===== src/rtl/fifo_sync_ext.sv =====
// Single-clock FIFO with simultaneous read/write, optional first-word-fall-through,
// programmable almost-full/almost-empty flags, occupancy count and sticky error flags.
module fifo_sync_ext #(
  parameter int DATA_WIDTH          = 8,
  parameter int FIFO_DEPTH          = 16,
  parameter int COUNT_WIDTH         = 5,
  parameter int FWFT_MODE           = 0,
  parameter int ALMOST_FULL_THRESH  = 14,
  parameter int ALMOST_EMPTY_THRESH = 2
) (
  input  logic                   clkIn,
  input  logic                   rstIn,
  input  logic                   wrEnIn,
  input  logic [DATA_WIDTH-1:0]  wrDataIn,
  input  logic                   rdEnIn,
  input  logic                   clrErrIn,
  output logic [DATA_WIDTH-1:0]  rdDataOut,
  output logic                   rdValidOut,
  output logic                   isEmptyOut,
  output logic                   isFullOut,
  output logic                   isAlmostEmptyOut,
  output logic                   isAlmostFullOut,
  output logic [COUNT_WIDTH-1:0] dataCountOut,
  output logic                   overflowOut,
  output logic                   underflowOut
);

  localparam int PTR_WIDTH = (FIFO_DEPTH > 2) ? $clog2(FIFO_DEPTH) : 1;
  localparam logic [COUNT_WIDTH-1:0] DEPTH_CNT = COUNT_WIDTH'(FIFO_DEPTH);
  localparam logic [COUNT_WIDTH-1:0] AF_CNT    = COUNT_WIDTH'(ALMOST_FULL_THRESH);
  localparam logic [COUNT_WIDTH-1:0] AE_CNT    = COUNT_WIDTH'(ALMOST_EMPTY_THRESH);
  localparam logic [PTR_WIDTH-1:0]   LAST_PTR  = PTR_WIDTH'(FIFO_DEPTH - 1);

  logic [DATA_WIDTH-1:0]  mem [FIFO_DEPTH];
  logic [PTR_WIDTH-1:0]   wrPtr;
  logic [PTR_WIDTH-1:0]   rdPtr;
  logic [COUNT_WIDTH-1:0] count;
  logic                   wrAcc;
  logic                   rdAcc;

  // Handshake: a request (wrEnIn / rdEnIn) is sampled on every rising edge and
  // transfers a word only when its accept (wrAcc / rdAcc) is high at that edge;
  // a full FIFO takes a write only if a read frees a slot in the same cycle.
  assign rdAcc = rdEnIn & (count != '0);
  assign wrAcc = wrEnIn & ((count < DEPTH_CNT) | rdAcc);

  assign dataCountOut     = count;
  assign isEmptyOut       = (count == '0);
  assign isFullOut        = (count == DEPTH_CNT);
  assign isAlmostEmptyOut = (count <= AE_CNT);
  assign isAlmostFullOut  = (count >= AF_CNT);

  // Storage is deliberately not reset.
  always_ff @(posedge clkIn) begin
    if (wrAcc) mem[wrPtr] <= wrDataIn;
  end

  always_ff @(posedge clkIn) begin
    if (rstIn) begin
      wrPtr <= '0;
      rdPtr <= '0;
      count <= '0;
    end else begin
      if (wrAcc) wrPtr <= (wrPtr == LAST_PTR) ? '0 : wrPtr + 1'b1;
      if (rdAcc) rdPtr <= (rdPtr == LAST_PTR) ? '0 : rdPtr + 1'b1;
      case ({wrAcc, rdAcc})
        2'b10:   count <= count + 1'b1;
        2'b01:   count <= count - 1'b1;
        default: count <= count;
      endcase
    end
  end

  // A new error in the same cycle wins over a clear request.
  always_ff @(posedge clkIn) begin
    if (rstIn) begin
      overflowOut  <= 1'b0;
      underflowOut <= 1'b0;
    end else begin
      if (wrEnIn && !wrAcc)  overflowOut <= 1'b1;
      else if (clrErrIn)     overflowOut <= 1'b0;
      if (rdEnIn && !rdAcc)  underflowOut <= 1'b1;
      else if (clrErrIn)     underflowOut <= 1'b0;
    end
  end

  generate
    if (FWFT_MODE != 0) begin : gFwft
      // Head word is presented directly; masked to zero while empty.
      assign rdDataOut  = isEmptyOut ? '0 : mem[rdPtr];
      assign rdValidOut = !isEmptyOut;
    end else begin : gStd
      logic [DATA_WIDTH-1:0] rdDataQ;
      logic                  rdValidQ;
      always_ff @(posedge clkIn) begin
        if (rstIn) begin
          rdDataQ  <= '0;
          rdValidQ <= 1'b0;
        end else begin
          rdValidQ <= rdAcc;
          if (rdAcc) rdDataQ <= mem[rdPtr];
        end
      end
      assign rdDataOut  = rdDataQ;
      assign rdValidOut = rdValidQ;
    end
  endgenerate

endmodule


===== config.mk =====
export PLATFORM = sky130hd
export DESIGN_NAME = fifo_sync_ext
export DESIGN_NICKNAME = d
export VERILOG_FILES = /design/src/rtl/fifo_sync_ext.sv
export SDC_FILE = /design/constraint.sdc
export NUM_CORES = 1
export LEC_CHECK = 0
export ABC_AREA = 1
export BUFFER_PORTS_ARGS = -buffer_cell sky130_fd_sc_hd__buf_2
export CORE_MARGIN = 2
export CORE_UTILIZATION = 35
export DETAILED_ROUTE_END_ITERATION = 8
export SLEW_MARGIN = 20
export SYNTH_ARGS = -nofsm -noshare
export SYNTH_HDL_FRONTEND = slang
export SYNTH_SLANG_ARGS = --single-unit

===== constraint.sdc =====
create_clock -name clkIn -period 2.3 [get_ports clkIn]
set_input_delay 0.115 -clock clkIn [delete_from_list [all_inputs] [get_ports clkIn]]
set_output_delay 0.115 -clock clkIn [all_outputs]
set_load 0.03 [all_outputs]

======== Yosys cells after proc, flatten, opt, wreduce, memory -nomap -nowiden ========
Memories as Yosys holds them, arrays and structs flattened. A register that Yosys moved wholly into a read port is not among the register bits.
Index checks and enable logic that the tools add are counted.
word-level totals
  memory bits (writable) .................. 128
  input port bits ......................... 13
  memories kept ........................... 1
  word-level logic and storage cells ...... 39
  register bits after elaboration ......... 16
memories
  memory  depth  bits a word  rd ports  clocked after Yosys merged registers in  wr ports  RTL line  source
  mem     16     8            1         1                                        1         34        logic [DATA_WIDTH-1:0] mem [FIFO_DEPTH];
operators by class
  equal/unequal tests ..................... 5
  bitwise logic cells ..................... 3
  multiplexer cells ....................... 8
  reduce and logical (&&, ||, !) cells .... 9
  order comparisons ....................... 3
  $add $sub $neg .......................... 4
operators by type and width
  kind                                                                              count
  5-bit one-hot mux with 2 select lines                                             1
  4-bit by 1-bit adder with 4-bit output, second input constant                     2
  4-bit equality test, second input constant                                        2
  4-bit 2-to-1 mux                                                                  2
  2-bit nonzero test                                                                3
  5-bit by 1-bit adder with 5-bit output, second input constant                     1
  5-bit equality test, second input constant                                        1
  5-bit by 4-bit >= comparator with 1-bit output, second input constant             1
  5-bit by 2-bit less-or-equal comparator with 1-bit output, second input constant  1
  5-bit logical NOT                                                                 1
  5-bit < comparator, second input constant                                         1
  1-bit 2-to-1 mux                                                                  5
  5-bit nonzero test                                                                1
  5-bit by 1-bit subtractor with 5-bit output, second input constant                1
  1-bit bitwise AND                                                                 2
  2-bit by 1-bit equality test with 1-bit output, second input constant             1
  2-bit equality test, second input constant                                        1
  1-bit logical AND                                                                 2
  1-bit logical NOT                                                                 2
  1-bit OR                                                                          1

======== Longest topological paths before layout ========
Gate-level depths: netlist (run 1).
  depth in word-level cells ............... 7
  gate-level depth with buffers ........... 16

======== Worst setup path before layout (run 1) ========
OpenSTA, ideal clock, no wires.
  kind .................................... register -> register
  start ................................... reg count[4] (netlist: dataCountOut[4])
  end ..................................... reg count[4] (netlist: dataCountOut[4])
  data required time ...................... 2.230 ns
  setup time .............................. 0.070 ns
  arrival ................................. 2.260 ns
  path slack .............................. -0.030 ns
  cell stages (with the launch flop) ...... 17
  path through ............................ dfxtp_1 -> inv_1 -> nand4_2 -> nand2_4 -> inv_2 -> buf_6 -> ha_1 -> xor2_1 -> ha_1 -> inv_1 -> nand2_1 -> nand3_1 -> nand2_1 -> nand2_1 -> nand2_1 -> nand2_1 -> a21oi_1
between the ends
  cells in the longest elaborated chain, start to end .. 6
  elaborated cells between the ends (all ways) .. 11
  classes of those cells .................. add/sub (2); order compare (1); eq/ne (2); mux (1); bitwise (3); reduce/logical (2)
ends and longest elaborated chain
  what                                                                                   RTL line  source
  start, declared                                                                        37        logic [COUNT_WIDTH-1:0] count;
  start signal, assigned                                                                 67        2'b10: count <= count + 1'b1;
  start signal, assigned                                                                 68        2'b01: count <= count - 1'b1;
  start signal, assigned                                                                 69        default: count <= count;
  5-bit nonzero test *                                                                   44        assign rdAcc = rdEnIn & (count != '0);
  1-bit bitwise AND *                                                                    44
  named net rdAcc                                                                        39        logic rdAcc;
  1-bit OR                                                                               45        assign wrAcc = wrEnIn & ((count < DEPTH_CNT) | rdAcc);
  1-bit bitwise AND                                                                      45
  2-bit by 1-bit equality test with 1-bit output or 2-bit equality test (tied branches)  66        case ({wrAcc, rdAcc})
  5-bit one-hot mux with 2 select lines or 2-bit nonzero test (tied branches)            n/a
The timed path passes the listed nets; every way through them passes the cells marked *.
A chain may end at the register's enable or synchronous reset.

======== Worst setup path in the final report (run 1) ========
  start ................................... reg count[2] (netlist: dataCountOut[2])
  end ..................................... reg count[4] (netlist: dataCountOut[4])
between the ends
  cells in the longest elaborated chain, start to end .. 6
  elaborated cells between the ends (all ways) .. 11
  classes of those cells .................. add/sub (2); order compare (1); eq/ne (2); mux (1); bitwise (3); reduce/logical (2)
ends and longest elaborated chain
  what
  branches (longest 6 deep; another with 5-bit < comparator)
Several ways; the timed one is not identified.

==> results of run 1 <==
==> synthesized netlist by cell type, drive strengths merged, types with 2 or more instances <==
cell type  instances  area share, %
ha                 9            1.7
nand3             96            7.1
o21ai              9           0.73
buf               25            2.5
clkinv             2           0.11
inv               97            5.4
edfxtp           128             57
nor2              41            2.4
xor2               5           0.65
nand2            232             13
dfxtp             24            7.1
a21oi             12           0.89
clkbuf             3           0.17
==> power by group through the flow <==
| stage | Sequential, mW | Combinational, mW | Clock, mW |
|---|---|---|---|
| after detailed placement | 3.36 | 2.87 | 0 |
| after global routing | 3.32 | 3.22 | 3.00 |
| final | 3.30 | 2.88 | 2.83 |
| after floorplan | 3.55 | 1.86 | 0 |
| after global placement | 3.36 | 2.86 | 0 |
| after CTS | 3.30 | 2.91 | 2.88 |
==> metrics by stage <==
stage               cell area (sq um)  total power [mW]  instances
CTS                              7860              9.08        990
floorplan                        6730              5.41        691
finish                           7860              9.01        990
global route                     7860              9.54        990
global placement                 7230              6.21        955
detailed placement               7230              6.22        955
==> logic make-up after synthesis <==
group,count (synthesis)
fa+ha+maj,9
xor+xnor,6
compound gates,24
simple gates,373
flops,152
buf+inv,127
==> timing repair <==
item	CTS	global route
endpoints found under the hold margin	2	0
hold buffers	3	0
gates resized for setup	0	2
setup endpoints to repair	0	1
==> metal layers <==
metal	track usage, %	up-vias
met2	25.4	87
met3	4.66	13
li1	-	2335
met5	0	-
met1	21.6	2193
met4	3.54	0
==> worst max path at each step <==
stage,to,cells after the start,from
6_report,dataCountOut[4],15,dataCountOut[2]
3_3_place_gp,dataCountOut[4],15,dataCountOut[4]
5_1_grt,dataCountOut[4],15,dataCountOut[0]
3_5_place_dp,dataCountOut[4],15,dataCountOut[2]
4_1_cts,dataCountOut[4],15,dataCountOut[2]
2_1_floorplan,dataCountOut[4],16,dataCountOut[0]
==> worst max-delay path: stages, from the launching register on <==
cell	delay, ns
dfxtp_1	0.35
nor2_2	0.19
nand4_2	0.14
nand2_4	0.14
inv_2	0.05
ha_2	0.21
xor2_1	0.18
ha_1	0.17
inv_1	0.04
nand2_1	0.09
nand3_1	0.11
nand2_1	0.07
nand2_1	0.04
nand2_1	0.05
nand2_1	0.04
a21oi_1	0.10
==> flip-flops by register name, summed over array words and instances, names as in the netlist <==
| register | cells |
|---|---|
| rdDataOut | 8 |
| rdPtr | 4 |
| wrPtr | 4 |
| overflowOut | 1 |
| rdValidOut | 1 |
| underflowOut | 1 |
| dataCountOut | 5 |
| mem | 128 |
==> area by class of cell <==
type	instances	area, sq um	area share [%]
Clock buffer	18	429	5.46
Inverter	99	372	4.73
Tap cell	234	293	3.72
Clock inverter	14	173	2.20
Multi-Input combinational cell	412	1860	23.6
Sequential cell	152	4330	55.1
Timing Repair Buffer	61	410	5.22
==> out/metrics.csv, run 1 <==
stage,metric,value,unit
power,Static Leakage,3.41,nW
critical_path,CP max FO,8,
clocking,Num Clock Sinks,152,
synthesis,Ys Warns,0,
min_path,hold depth,3,
routing,Post-DRT Antenna Nets,0,
synthesis,ys flop type,edfxtp_1,
power,Flop pwr share,36.6,%
sta,"Slew Viols, Final",0,
power,Internal Power,5.74,mW
routing,routed via count,4628,
final_layout,most frequent cells in the layout,"nand2_1 (230), edfxtp_1 (128), nand3_1 (96)",
routing,drt total wl,15.4,mm
clocking,postcts setup bufs,0,
global_routing,first-pass GRT wire length,24.1,mm
critical_path,crit path launch type,register,
global_routing,global route overflow,0,
synthesis,Syn Nets,713,
synthesis,Post-Synth XOR/XNOR Area,0.781,%
die,die height,143,microns
placement,port bufs,32,
clocking,CTS root buffer,clkbuf_16,
routing,vias per inst,4.67,
placement,Post-Place Worst Slack,0.191,ns
die,Starting Density,35.8,%
synthesis,mux share of post-synthesis cell area,0,%
synthesis,simple-gate share of the synthesized area,23.2,%
routing,Wirelength per Cell,15.5,microns
sta,setup_tns,0,ns
clocking,CTS tree,done,
sta,worst slew pin tran,0.622,ns
final_layout,fillers,1780,
clocking,H-tree levels,4,
die,Placeable Area,0.0188,sq mm
sta,Rel. slew slack,58.3,%
die,Die ar.,0.0203,sq mm
routing,initial DRC count,398,
synthesis,largest family of logic cells by synthesized area,simple AND/OR/NAND/NOR gates,
global_routing,initial antenna violation count,0,
placement,HPWL Detailed,9.54,mm
sta,Fin. Hold Viols,0,
power,Comb pwr share,32.0,%
final_layout,share of cells above drive strength 1,13.4,%
critical_path,"Data arrival, critical path",2.40,ns
routing,top sig layer,met4,
clocking,TritonCTS buffer count,17,
critical_path,Critical Path RT,2.65,ns
min_path,Hold/Removal Path Class,primary input to register,
global_routing,Total GRT Usage,15.9,%
outcome,status,finished clean,
die,row count,50,
synthesis,"EDFF count, synth",128,
routing,wire length on met3,843,microns
critical_path,FF-to-FF setup slack,0.25,ns
sta,Hold WS,0.0415,ns
clocking,"Reg clk slew, reported paths",0.06,ns
placement,GP Congestion,0.795,
sta,Clock Skew,0.00852,ns
synthesis,Post-Syn Instances,691,
routing,WL met2,7.13,mm
clocking,clock latency on the worst-skew pair,0.43,ns
sta,Final period util,89.1,%
final_layout,P&R area growth vs syn,16.8,%
die,IO Pins,33,
power,pwr/cell area,1150,mW/mm^2
final_layout,"Core Util, Final",41.9,%
global_routing,vias in the first global route,4446,
routing,Pre-antenna DRT Iters,5,
synthesis,Post-Synthesis Cell Area,0.00673,sq mm
job,Max-cap violations,0,
min_path,Min-Delay Startpoint,rdEnIn,
critical_path,Critical R2R Capture,dataCountOut[4],
synthesis,Synth Area in Adders,1.67,%
sta,Setup-failing EPs final,0,
synthesis,Cell variety after synth,27,
synthesis,Seq cells post-synth,152,
die,Die Width,143,microns
final_layout,"Net count, final",765,
sta,Tmin final,2.05,ns
synthesis,ys async rst share,0,%
synthesis,Mean Syn Cell Area,9.74,sq um
routing,DRC violations left,0,
critical_path,crit end category,register,
power,Sw Share,36.2,%
power,Worst VDD drop,640,uV
sta,RSZ-0062 raised after global routing,false,
power,net switching power,3.26,mW
final_layout,"commonest non-fill, non-tap cell in the layout",nand2_1,
final_layout,Diodes inserted,0,
clocking,CTS Buffer Depth,2,
critical_path,reg-to-reg critical path startpoint,dataCountOut[2],
sta,achievable frequency,488,MHz
sta,"Worst Setup Slack, final",0.250,ns
synthesis,compound-cell area share of the yosys netlist,1.95,%
power,Clock Power Share,31.4,%
critical_path,FF-to-FF path depth,15,
routing,wire length on met1,7.26,mm
global_routing,largest net degree at the start of global routing,65,
critical_path,kind of critical path,register to register,
synthesis,register area share after synthesis,64.3,%
min_path,hold path endpoint,rdValidOut,
(Power assumes the default switching activity.)
==> run 2, diff against run 1 <==
--- a/config.mk
+++ b/config.mk
@@ -10,6 +10,7 @@
 export CORE_MARGIN = 2
 export CORE_UTILIZATION = 35
 export DETAILED_ROUTE_END_ITERATION = 8
+export REMOVE_ABC_BUFFERS = 1
 export SLEW_MARGIN = 20
 export SYNTH_ARGS = -nofsm -noshare
 export SYNTH_HDL_FRONTEND = slang
==> out/metrics.csv, run 2 (synthesis gave the netlist of run 1 again) <==
stage,metric,value,unit
routing,initial DRC count,384,
final_layout,most frequent cells in the layout,"nand2_1 (230), edfxtp_1 (128), nand3_1 (96)",
critical_path,reg-to-reg critical path startpoint,dataCountOut[2],
job,Max-cap violations,0,
routing,Post-DRT Antenna Nets,0,
sta,Fin. Hold Viols,0,
outcome,status,finished clean,
routing,vias per inst,4.66,
clocking,CTS root buffer,clkbuf_16,
sta,worst slew pin tran,0.603,ns
critical_path,"Data arrival, critical path",2.39,ns
final_layout,max reg flops,128,
sta,Rel. slew slack,59.6,%
critical_path,Worst path most repeated cell,nand2_1,
die,die height,143,microns
critical_path,CP max FO,8,
final_layout,"Net count, final",764,
critical_path,Critical Path RT,2.65,ns
critical_path,CP top delay family,simple AND/OR/NAND/NOR gates,
min_path,Min-Delay Startpoint,wrDataIn[3],
final_layout,share of cells above drive strength 1,13.4,%
routing,DRC violations left,0,
critical_path,FF-to-FF setup slack,0.27,ns
routing,Wirelength per Cell,15.4,microns
placement,GP Congestion,0.828,
placement,HPWL Detailed,9.33,mm
critical_path,kind of critical path,register to register,
sta,Hold WS,0.0726,ns
min_path,Hold/Removal Path Class,primary input to register,
global_routing,first-pass GRT wire length,23.5,mm
power,pwr/cell area,1130,mW/mm^2
critical_path,CP Buf/Inv Count,2,
power,Static Leakage,3.41,nW
routing,drt total wl,15.2,mm
die,Placeable Area,0.0188,sq mm
clocking,"Reg clk slew, reported paths",0.06,ns
sta,Clock Skew,0.0106,ns
min_path,hold path endpoint,mem[3][3],
critical_path,crit path launch type,register,
clocking,CTS tree,done,
final_layout,P&R area growth vs syn,16.6,%
critical_path,FF-to-FF path depth,15,
sta,Setup-failing EPs final,0,
clocking,CTS Buffer Depth,2,
routing,Pre-antenna DRT Iters,5,
final_layout,"commonest non-fill, non-tap cell in the layout",nand2_1,
sta,"Slew Viols, Final",0,
min_path,hold depth,1,
critical_path,worst-path cell chain,nor2_4 -> nand4_2 -> nand2_4 -> inv_2 -> ha_2 -> xor2_1 -> ha_1 -> inv_1 -> nand2_1 -> nand3_1 -> nand2_1 -> nand2_1 -> nand2_1 -> nand2_1 -> a21oi_1,
die,Die Width,143,microns
placement,port bufs,32,
clocking,clock latency on the worst-skew pair,0.43,ns
sta,Final period util,88.4,%
final_layout,Diodes inserted,0,
die,Die ar.,0.0203,sq mm
global_routing,initial antenna violation count,0,
sta,"Worst Setup Slack, final",0.266,ns
clocking,Num Clock Sinks,152,
die,row count,50,
final_layout,fillers,1847,
clocking,H-tree levels,4,
clocking,postcts setup bufs,0,
critical_path,crit end category,register,
critical_path,Critical R2R Capture,dataCountOut[4],
sta,achievable frequency,492,MHz
power,Worst VDD drop,622,uV
global_routing,vias in the first global route,4203,
critical_path,CP max stage cell,dfxtp_1,
sta,Tmin final,2.03,ns
power,Power Total,8.90,mW
final_layout,Largest Register,mem,
clocking,TritonCTS buffer count,17,
global_routing,Total GRT Usage,15.8,%
die,Starting Density,35.8,%
routing,routed via count,4612,
sta,RSZ-0062 raised after global routing,false,
global_routing,global route overflow,0,
final_layout,"Core Util, Final",41.8,%
placement,Post-Place Worst Slack,0.168,ns
die,IO Pins,33,
critical_path,Worst path max stage delay,0.36,ns
global_routing,largest net degree at the start of global routing,65,
[run 2: metal layers]
layer | vias up | global-route usage [%] | part of all wire [%] | wire (microns)
met2 | 121 | 25.1 | 48 | 7350
li1 | 2337 | - | - | -
met4 | 0 | 5.58 | 1.5 | 223
met5 | - | 0 | 0 | 0
met3 | 18 | 3.02 | 5.4 | 816
met1 | 2136 | 21.8 | 45 | 6790
[run 2: cell type report]
type | count | area (sq um) | share of cell area (%)
multi-input combinational | 412 | 1860 | 23.7
tap | 234 | 293 | 3.73
clock inverter | 13 | 155 | 1.98
inverter | 99 | 372 | 4.74
clock buffer | 19 | 433 | 5.52
timing repair buffer | 60 | 403 | 5.13
sequential | 152 | 4330 | 55.2
[run 2: timing repair]
action,CTS,global route
endpoints found under the hold margin,2,0
hold buffers,3,0
resized for setup,0,6
endpoints found under the setup margin,0,2
[run 2: power by group]
group	switching, mW	internal (mW)
sequential	0.172	3.18
clock	1.07	1.70
combinational	1.93	0.846
[run 2: how the worst max path moves through the flow]
stage,endpoint,startpoint,depth (start not counted),slack [ns]
2_1_floorplan,rdDataOut[0],rdPtr[0],9,-0.45
3_3_place_gp,dataCountOut[4],dataCountOut[4],15,0.21
3_5_place_dp,dataCountOut[4],dataCountOut[4],15,0.17
4_1_cts,dataCountOut[4],dataCountOut[4],15,0.15
5_1_grt,dataCountOut[4],dataCountOut[2],15,0.008
6_report,dataCountOut[4],dataCountOut[2],15,0.27
[run 2: worst reg2reg max path, cell delays in order, from the launching register on]
cell,delay [ns]
dfxtp_1,0.36
nor2_4,0.15
nand4_2,0.12
nand2_4,0.13
inv_2,0.05
ha_2,0.21
xor2_1,0.18
ha_1,0.17
inv_1,0.04
nand2_1,0.10
nand3_1,0.11
nand2_1,0.07
nand2_1,0.04
nand2_1,0.05
nand2_1,0.05
a21oi_1,0.12
[run 2: per-stage QoR]
stage	std cells	TNS, ns	instance area [sq um]
2_1_floorplan	663	-3.64	6550
3_5_place_dp	954	0	7220
4_1_cts	989	0	7840
3_3_place_gp	954	0	7220
6_report	989	0	7850
5_1_grt	989	0	7850
==> run 3, diff against run 2 <==
--- a/config.mk
+++ b/config.mk
@@ -10,8 +10,10 @@
 export CORE_MARGIN = 2
 export CORE_UTILIZATION = 35
 export DETAILED_ROUTE_END_ITERATION = 8
+export HOLD_SLACK_MARGIN = 0.12
 export REMOVE_ABC_BUFFERS = 1
 export SLEW_MARGIN = 20
 export SYNTH_ARGS = -nofsm -noshare
 export SYNTH_HDL_FRONTEND = slang
 export SYNTH_SLANG_ARGS = --single-unit
+export TNS_END_PERCENT = 10
==> out/metrics.csv, run 3 (synthesis gave the netlist of run 1 again) <==
stage,metric,value,unit
outcome,status,finished clean,
final_layout,share of cells above drive strength 1,13.2,%
sta,Final period util,88.4,%
clocking,Num Clock Sinks,152,
clocking,clock latency on the worst-skew pair,0.43,ns
sta,Rel. slew slack,59.3,%
clocking,CTS Buffer Depth,2,
routing,wire length on met1,6.94,mm
final_layout,Diodes inserted,0,
critical_path,kind of critical path,register to register,
placement,HPWL Detailed,9.33,mm
die,IO Pins,33,
final_layout,Largest Register,mem,
die,Die Width,143,microns
global_routing,Total GRT Usage,15.9,%
final_layout,"commonest non-fill, non-tap cell in the layout",nand2_1,
routing,DRC violations left,0,
power,Flop pwr share,37.6,%
critical_path,"Data arrival, critical path",2.39,ns
sta,worst slew pin tran,0.606,ns
power,Clock Power Share,31.1,%
global_routing,global route overflow,0,
routing,vias per inst,4.64,
sta,Tmin final,2.03,ns
routing,drt total wl,15.3,mm
global_routing,first-pass GRT wire length,23.7,mm
clocking,H-tree levels,4,
routing,WL met2,7.33,mm
placement,area post-placement,0.00722,sq mm
power,Static Leakage,3.45,nW
final_layout,register area,0.00433,sq mm
critical_path,Critical Path RT,2.65,ns
power,Internal Power,5.73,mW
final_layout,fillers,1839,
final_layout,P&R area growth vs syn,17.8,%
final_layout,Final Cell Area,0.00793,sq mm
final_layout,"Net count, final",772,
sta,"Slew Viols, Final",0,
die,Placeable Area,0.0188,sq mm
final_layout,most frequent cells in the layout,"nand2_1 (230), edfxtp_1 (128), nand3_1 (96)",
clocking,CTS tree,done,
min_path,Hold/Removal Path Class,primary input to register,
routing,top sig layer,met4,
clocking,TritonCTS buffer count,17,
die,row count,50,
power,pwr/cell area,1130,mW/mm^2
sta,setup_tns,0,ns
sta,RSZ-0062 raised after global routing,false,
routing,wire length on met3,739,microns
final_layout,max reg flops,128,
routing,Wirelength per Cell,15.3,microns
global_routing,initial antenna violation count,0,
routing,initial DRC count,413,
die,Starting Density,35.8,%
placement,GP Congestion,0.828,
power,Worst VDD drop,624,uV
critical_path,crit path launch type,register,
die,die height,143,microns
sta,Fin. Hold Viols,0,
sta,Setup-failing EPs final,0,
global_routing,largest net degree at the start of global routing,65,
critical_path,CP max FO,8,
power,Sw Share,35.7,%
placement,Inst Count DP,954,
sta,achievable frequency,492,MHz
routing,Post-DRT Antenna Nets,0,
job,Max-cap violations,0,
routing,routed via count,4622,
final_layout,number of non-filler instances in the completed layout,997,
clocking,"Reg clk slew, reported paths",0.06,ns
power,net switching power,3.19,mW
global_routing,vias in the first global route,4244,
die,Die ar.,0.0203,sq mm
placement,port bufs,32,
power,Comb pwr share,31.4,%
sta,Clock Skew,0.00737,ns
routing,Pre-antenna DRT Iters,5,
final_layout,Multi-input gate area,0.00186,sq mm
clocking,CTS root buffer,clkbuf_16,
critical_path,crit end category,register,
## run 3: changes by cell type in the layout (fill, tap and decap cells not counted), sizes merged
cell	before	now
dlygate4sd3	3	11
## run 3: critical path, stage by stage (launching register included)
cell	delay, ns
dfxtp_1	0.36
nor2_4	0.15
nand4_2	0.12
nand2_4	0.13
inv_2	0.05
ha_2	0.21
xor2_1	0.18
ha_1	0.17
inv_1	0.04
nand2_1	0.10
nand3_1	0.11
nand2_1	0.07
nand2_1	0.04
nand2_1	0.05
nand2_1	0.05
a21oi_1	0.12
## run 3: what timing repair did
action | in CTS | in global routing
setup buffers | 0 | 0
hold buffers | 11 | 0
gates resized for setup | 0 | 6
endpoints found under the hold margin | 90 | 0
setup endpoints to repair | 0 | 2
## run 3: cell type report
cell class,count,share of cell area (%)
Sequential cell,152,54.6
Multi-Input combinational cell,412,23.5
Timing Repair Buffer,68,6.09
Clock buffer,19,5.46
Inverter,99,4.69
Tap cell,234,3.69
Clock inverter,13,1.96
## run 3: worst paths after layout
| kind | startpoint | end | slack (ns) | depth (start not counted) |
|---|---|---|---|---|
| min | wrDataIn[1] | mem[1][1] | 0.13 | 1 |
| min reg2reg | dataCountOut[4] | dataCountOut[4] | 0.49 | 2 |
| max reg2reg | dataCountOut[2] | dataCountOut[4] | 0.27 | 15 |
| max | dataCountOut[2] | dataCountOut[4] | 0.27 | 15 |
## run 3: power groups by stage
stage	logic, mW	registers, mW	clock network, mW
after floorplan	1.52	3.69	0
after detailed placement	2.77	3.40	0
after global routing	3.12	3.38	2.93
final	2.80	3.35	2.77
after global placement	2.76	3.39	0
after CTS	2.81	3.34	2.81
## run 3: per-stage QoR
stage	setup slack [ns]	util [%]	power (mW)	hold slack, ns
2_1_floorplan	-0.453	-	5.22	0.184
5_1_grt	0.00796	42.2	9.43	0.130
6_report	0.267	42.2	8.92	0.130
3_5_place_dp	0.168	38.5	6.17	0.390
4_1_cts	0.151	42.2	8.97	0.122
3_3_place_gp	0.211	38.5	6.15	0.390
## run 3: routing by layer
metal	GRT usage (%)	up-vias
met5	0	-
met4	5.58	0
met3	3.02	21
met2	25.4	98
met1	21.8	2151
li1	-	2352
